===== src/rtl/fmap_reader.sv =====
// Streams paired 64-bit feature-map words from two BRAM32k ports as byte pairs (LSB first) over valid/ready.
// Keeps up to two words held or in flight so a continuously ready consumer sees no bubbles.
module fmap_reader #(
  parameter int ADDR_W = 12,
  parameter int RD_LAT = 1
) (
  input  logic              clk,
  input  logic              rst,
  input  logic              start,
  input  logic [ADDR_W-1:0] base_addr_1,
  input  logic [ADDR_W-1:0] base_addr_2,
  input  logic [ADDR_W-1:0] word_cnt,
  output logic              en_BRAM32k,
  output logic [ADDR_W-1:0] addr_BRAM32k_1,
  output logic [ADDR_W-1:0] addr_BRAM32k_2,
  input  logic [63:0]       dout_BRAM32k_1,
  input  logic [63:0]       dout_BRAM32k_2,
  output logic              byte_valid,
  input  logic              byte_ready,
  output logic [7:0]        byte_1,
  output logic [7:0]        byte_2,
  output logic              last,
  output logic              busy,
  output logic              done
);

  typedef enum logic {
    IDLE = 1'b0,
    RUN  = 1'b1
  } state_t;

  state_t state, state_nxt;

  logic [ADDR_W-1:0] addr_1, addr_2;
  logic [ADDR_W-1:0] cnt, issued, popped;
  logic [RD_LAT-1:0] pipe;
  logic [1:0]        held, inflight;
  logic [63:0]       buf_1 [2];
  logic [63:0]       buf_2 [2];
  logic              wr_ptr, rd_ptr;
  logic [2:0]        idx;
  logic              done_q;

  logic issue, capture, hs, pop, final_word, finish, load, done_nxt;

  // A read lands in the buffer exactly RD_LAT cycles after its enable.
  assign capture    = pipe[RD_LAT-1];
  assign hs         = byte_valid && byte_ready;
  assign pop        = hs && (idx == 3'd7);
  assign final_word = (popped == cnt - ADDR_W'(1));
  assign finish     = pop && final_word;
  assign issue      = (state == RUN) && (issued < cnt) &&
                      (({1'b0, held} + {1'b0, inflight}) < 3'd2);

  always_ff @(posedge clk or negedge rst) begin
    if (!rst) begin
      state  <= IDLE;
      done_q <= 1'b0;
    end else begin
      state  <= state_nxt;
      done_q <= done_nxt;
    end
  end

  always_comb begin
    state_nxt = state;
    load      = 1'b0;
    done_nxt  = 1'b0;
    case (state)
      IDLE: begin
        if (start) begin
          if (word_cnt != '0) begin
            load      = 1'b1;
            state_nxt = RUN;
          end else begin
            done_nxt = 1'b1;
          end
        end
      end
      RUN: begin
        if (finish) begin
          state_nxt = IDLE;
          done_nxt  = 1'b1;
        end
      end
      default: state_nxt = IDLE;
    endcase
  end

  always_ff @(posedge clk or negedge rst) begin
    if (!rst) begin
      addr_1   <= '0;
      addr_2   <= '0;
      cnt      <= '0;
      issued   <= '0;
      popped   <= '0;
      idx      <= '0;
      pipe     <= '0;
      held     <= '0;
      inflight <= '0;
      wr_ptr   <= 1'b0;
      rd_ptr   <= 1'b0;
      for (int i = 0; i < 2; i++) begin
        buf_1[i] <= '0;
        buf_2[i] <= '0;
      end
    end else begin
      if (load) begin
        addr_1 <= base_addr_1;
        addr_2 <= base_addr_2;
        cnt    <= word_cnt;
        issued <= '0;
        popped <= '0;
        idx    <= '0;
      end else begin
        if (issue) begin
          addr_1 <= addr_1 + ADDR_W'(1);
          addr_2 <= addr_2 + ADDR_W'(1);
          issued <= issued + ADDR_W'(1);
        end
        if (hs) idx <= idx + 3'd1;
        if (pop) popped <= popped + ADDR_W'(1);
      end

      pipe     <= RD_LAT'({pipe, issue});
      inflight <= inflight + 2'(issue) - 2'(capture);
      held     <= held + 2'(capture) - 2'(pop);

      if (capture) begin
        buf_1[wr_ptr] <= dout_BRAM32k_1;
        buf_2[wr_ptr] <= dout_BRAM32k_2;
        wr_ptr        <= ~wr_ptr;
      end
      if (pop) rd_ptr <= ~rd_ptr;
    end
  end

  assign en_BRAM32k     = issue;
  assign addr_BRAM32k_1 = addr_1;
  assign addr_BRAM32k_2 = addr_2;
  assign byte_valid     = (held != 2'd0);
  assign byte_1         = byte_valid ? buf_1[rd_ptr][{idx, 3'b000} +: 8] : 8'd0;
  assign byte_2         = byte_valid ? buf_2[rd_ptr][{idx, 3'b000} +: 8] : 8'd0;
  assign last           = byte_valid && final_word && (idx == 3'd7);
  assign busy           = (state == RUN);
  assign done           = done_q;

  // held + inflight never exceeds two, so a landing word always finds a free slot.
  assert property (@(posedge clk) disable iff (!rst) capture |-> (held != 2'd2));
  assert property (@(posedge clk) disable iff (!rst) (held + inflight) <= 2'd2);

endmodule


===== config.mk =====
export PLATFORM = sky130hd
export DESIGN_NAME = fmap_reader
export DESIGN_NICKNAME = d
export VERILOG_FILES = /design/src/rtl/fmap_reader.sv
export SDC_FILE = /design/constraint.sdc
export NUM_CORES = 1
export LEC_CHECK = 0
export BUFFER_PORTS_ARGS = -buffer_cell sky130_fd_sc_hd__buf_2
export CORE_UTILIZATION = 54
export CTS_BUF_LIST = sky130_fd_sc_hd__clkbuf_4 sky130_fd_sc_hd__clkbuf_8
export CTS_CLUSTER_DIAMETER = 100
export DETAILED_ROUTE_END_ITERATION = 8
export HOLD_SLACK_MARGIN = 0.05
export PLACE_DENSITY = 0.78
export SKIP_CTS_REPAIR_TIMING = 1
export SYNTH_ARGS = -nofsm -noshare
export SYNTH_HDL_FRONTEND = slang
export SYNTH_SLANG_ARGS = --single-unit
export TNS_END_PERCENT = 30

===== constraint.sdc =====
create_clock -name clk -period 2.4 [get_ports clk]
set_input_delay 0.24 -clock clk [delete_from_list [all_inputs] [get_ports clk]]
set_output_delay 0.24 -clock clk [all_outputs]
set_load 0.005 [all_outputs]

==> metrics <==
outcome complete, but fails checks; failing checks negative setup slack; pin count of the biggest net entering global routing 93; share of layout cells above drive strength 1 0.474; post-synth net total 1300; IO Pins 213; RSZ-0062 raised after global routing yes; asr flop ratio synth 1.00; CP endpoint kind primary output; crit path max fanout 8; Final TNS setup -9680 ps; Max H-tree Level 2; port bufs 212; R2R Setup Slk -150 ps; Cell Chain, Critical Path buf_12 > clkbuf_16 > mux4_2 > mux4_2 > and2_4 > buf_6; Root Buffer Master clkbuf_8; core area 28100 um2; maxcap violations 0; Setup violations, final 32; hpwl dp 24600 um; DR vias 11300; initial antenna violation count 1; Final Max Slew Viols 0; sequential share of the synthesized area 0.526; Register-to-Register Path Depth 9; cell area after layout 20800 um2; Worst Clk Skew 36.0 ps; total wire length 41800 um; leakage power 9.07 nW; # diodes 0; drt first pass iters 5; most common cell after layout, fill and taps aside dfrtp_1; DP Area 17500 um2; crit-path max cell delay 590 ps; Fin. Hold Viols 0; Final WS setup -668 ps; Critical Path Sink byte_1[3]; Min-Delay Path Class in2async; fin crit share 1.28; GRT Util Overall 0.249; Die Y 172 um; final worst path period need 3070 ps; clk buf depth 3; area growth from synthesis to layout 33.2%; Initial Utilization 0.555; path type of the worst setup path reg2out; Synth Warn # 0; drt wl/cell 21.3 um; FP Rows 61; Layout Utilization 0.739; mapped cell area 15600 um2; vias in the first global route 10700; synthesized instance count 1109; first-pass GRT wire length 56800 um; Arrival @ worst endpoint 2830 ps; WP depth 6; Vias per Instance 5.78; nets 1729; normalized max-slew margin 0.588; worst-margin pin slew 619 ps; global route overflow 0; Crit-path slowest cell mux4_2; Yosys cell types 52; CTS tree yes; DRT iter0 DRCs 734; Die Wd 172 um; FF-to-FF Start inflight[0]; CTS buffer count 54; CP required 2160 ps; CTS sink count 328; Top Family by Delay on Critical Path multiplexers; most frequent CP cell mux4_2; die area 29600 um2; Fmax achieved 326 MHz; R2R Path End issued[5]; peak supply drop 869 uV; CP bufs+invs 3; number of synthesized register bits 328; ys flop type dfrtp_1; average size of a mapped cell 14.1 um2; Clock transition at path regs 70 ps; Placer Congestion 0.847; commonest non-fill, non-tap cells in the layout dfrtp_1, mux2_2, buf_2, dlygate4sd3_1, mux4_2; CP startpoint rd_ptr; Cell Pwr Density 1350 nW/um2; Clock Latency Late Sink 610 ps; Antenna Nets Post-Route 0; DRC Markers 0; Worst Setup Start Kind flip-flop; Post-synth EDFFs 0; DP Worst Slack -72.4 ps
## layout make-up
cell class              instances  area [um2]
clock buffers                  92        1120
clock inverters                 7        61.3
flip-flops and latches        328        8220
well taps                     378         473
multi-input cells             687        7170
fillers                      1757        7320
inverters                      23        86.3
repair buffers                444        3640
## worst register-to-register path: stages (launching register included)
cell     delay, ps
dfrtp_1        370
and2_4         160
fa_1           420
or4b_4         500
a21oi_4        180
o21ai_4        100
buf_4          150
buf_4          120
or3_4          360
a21oi_2        120
## kinds of logic after synthesis
family / count (synthesis) / synth area share
AOI/OAI and AO/OA: 98 / 0.0425
xor gates and xnor gates: 42 / 0.0236
adders and majority gates: 23 / 0.0189
buffers and inverters: 94 / 0.0238
DFF: 328 / 0.526
muxes: 344 / 0.306
and+or+nand+nor: 180 / 0.0592
## report_power, final
group / switching (mW) / internal, mW / leakage, nW
combinational: 5.26 / 7.54 / 4.53
sequential: 1.69 / 8.21 / 3.90
clock: 2.31 / 2.95 / 0.636
total: 9.26 / 18.7 / 9.07
## registers in the layout (all words and copies together) (netlist names)
register	count
idx	3
busy	1
addr_BRAM32k_1	12
rd_ptr	1
wr_ptr	1
issued	12
held	2
capture	1
done	1
popped	12
addr_BRAM32k_2	12
inflight	2
buf_1	128
cnt	12
buf_2	128
## Yosys cell counts (all sizes together), types with 3 or more instances
master,count,area share
dfrtp,328,0.53
mux2,257,0.19
mux4,80,0.12
clkbuf,55,0.013
nor2,47,0.011
nand2,41,0.0099
o21ai,28,0.0092
inv,23,0.0055
ha,22,0.018
xor2,22,0.012
and2,20,0.0080
xnor2,20,0.011
buf,16,0.0050
and3,15,0.0060
a21oi,13,0.0049
nand3,12,0.0039
nand4,12,0.0048
a31oi,11,0.0044
o2111ai,10,0.0056
a211oi,8,0.0039
mux2i,7,0.0045
nor3,6,0.0019
o211ai,5,0.0024
or3,5,0.0020
o22ai,4,0.0016
a21o,3,0.0014
and4,3,0.0017
nor2b,3,0.0012
nor3b,3,0.0014
nor4,3,0.0012
o31a,3,0.0017
## metrics by stage
step / power, mW / cells / hold slack [ps]
after floorplan: 17.2 / 1109 / -55.6
after global placement: 20.5 / 1679 / 246
after detailed placement: 21.0 / 1679 / 248
after CTS: 26.2 / 1778 / -410
after global routing: 29.4 / 1959 / 246
final: 28.0 / 1959 / 196
## metal layers
metal  part of all wire  up-vias  track usage
met4              0.032        2       0.0800
met5            0.00031        -            0
li1                   -     4986            -
met3              0.056      107       0.0632
met2               0.51      404        0.398
met1               0.40     5825        0.334
## worst min-delay path by stage
stage,from,to,cells past startpoint
2_1_floorplan,rst,addr_BRAM32k_1[0],0
3_3_place_gp,rst,cnt[5],1
3_5_place_dp,rst,cnt[3],1
4_1_cts,rst,buf_1[95],1
5_1_grt,rst,buf_1[31],2
6_report,rst,buf_1[31],2
(Power assumes the default switching activity.)
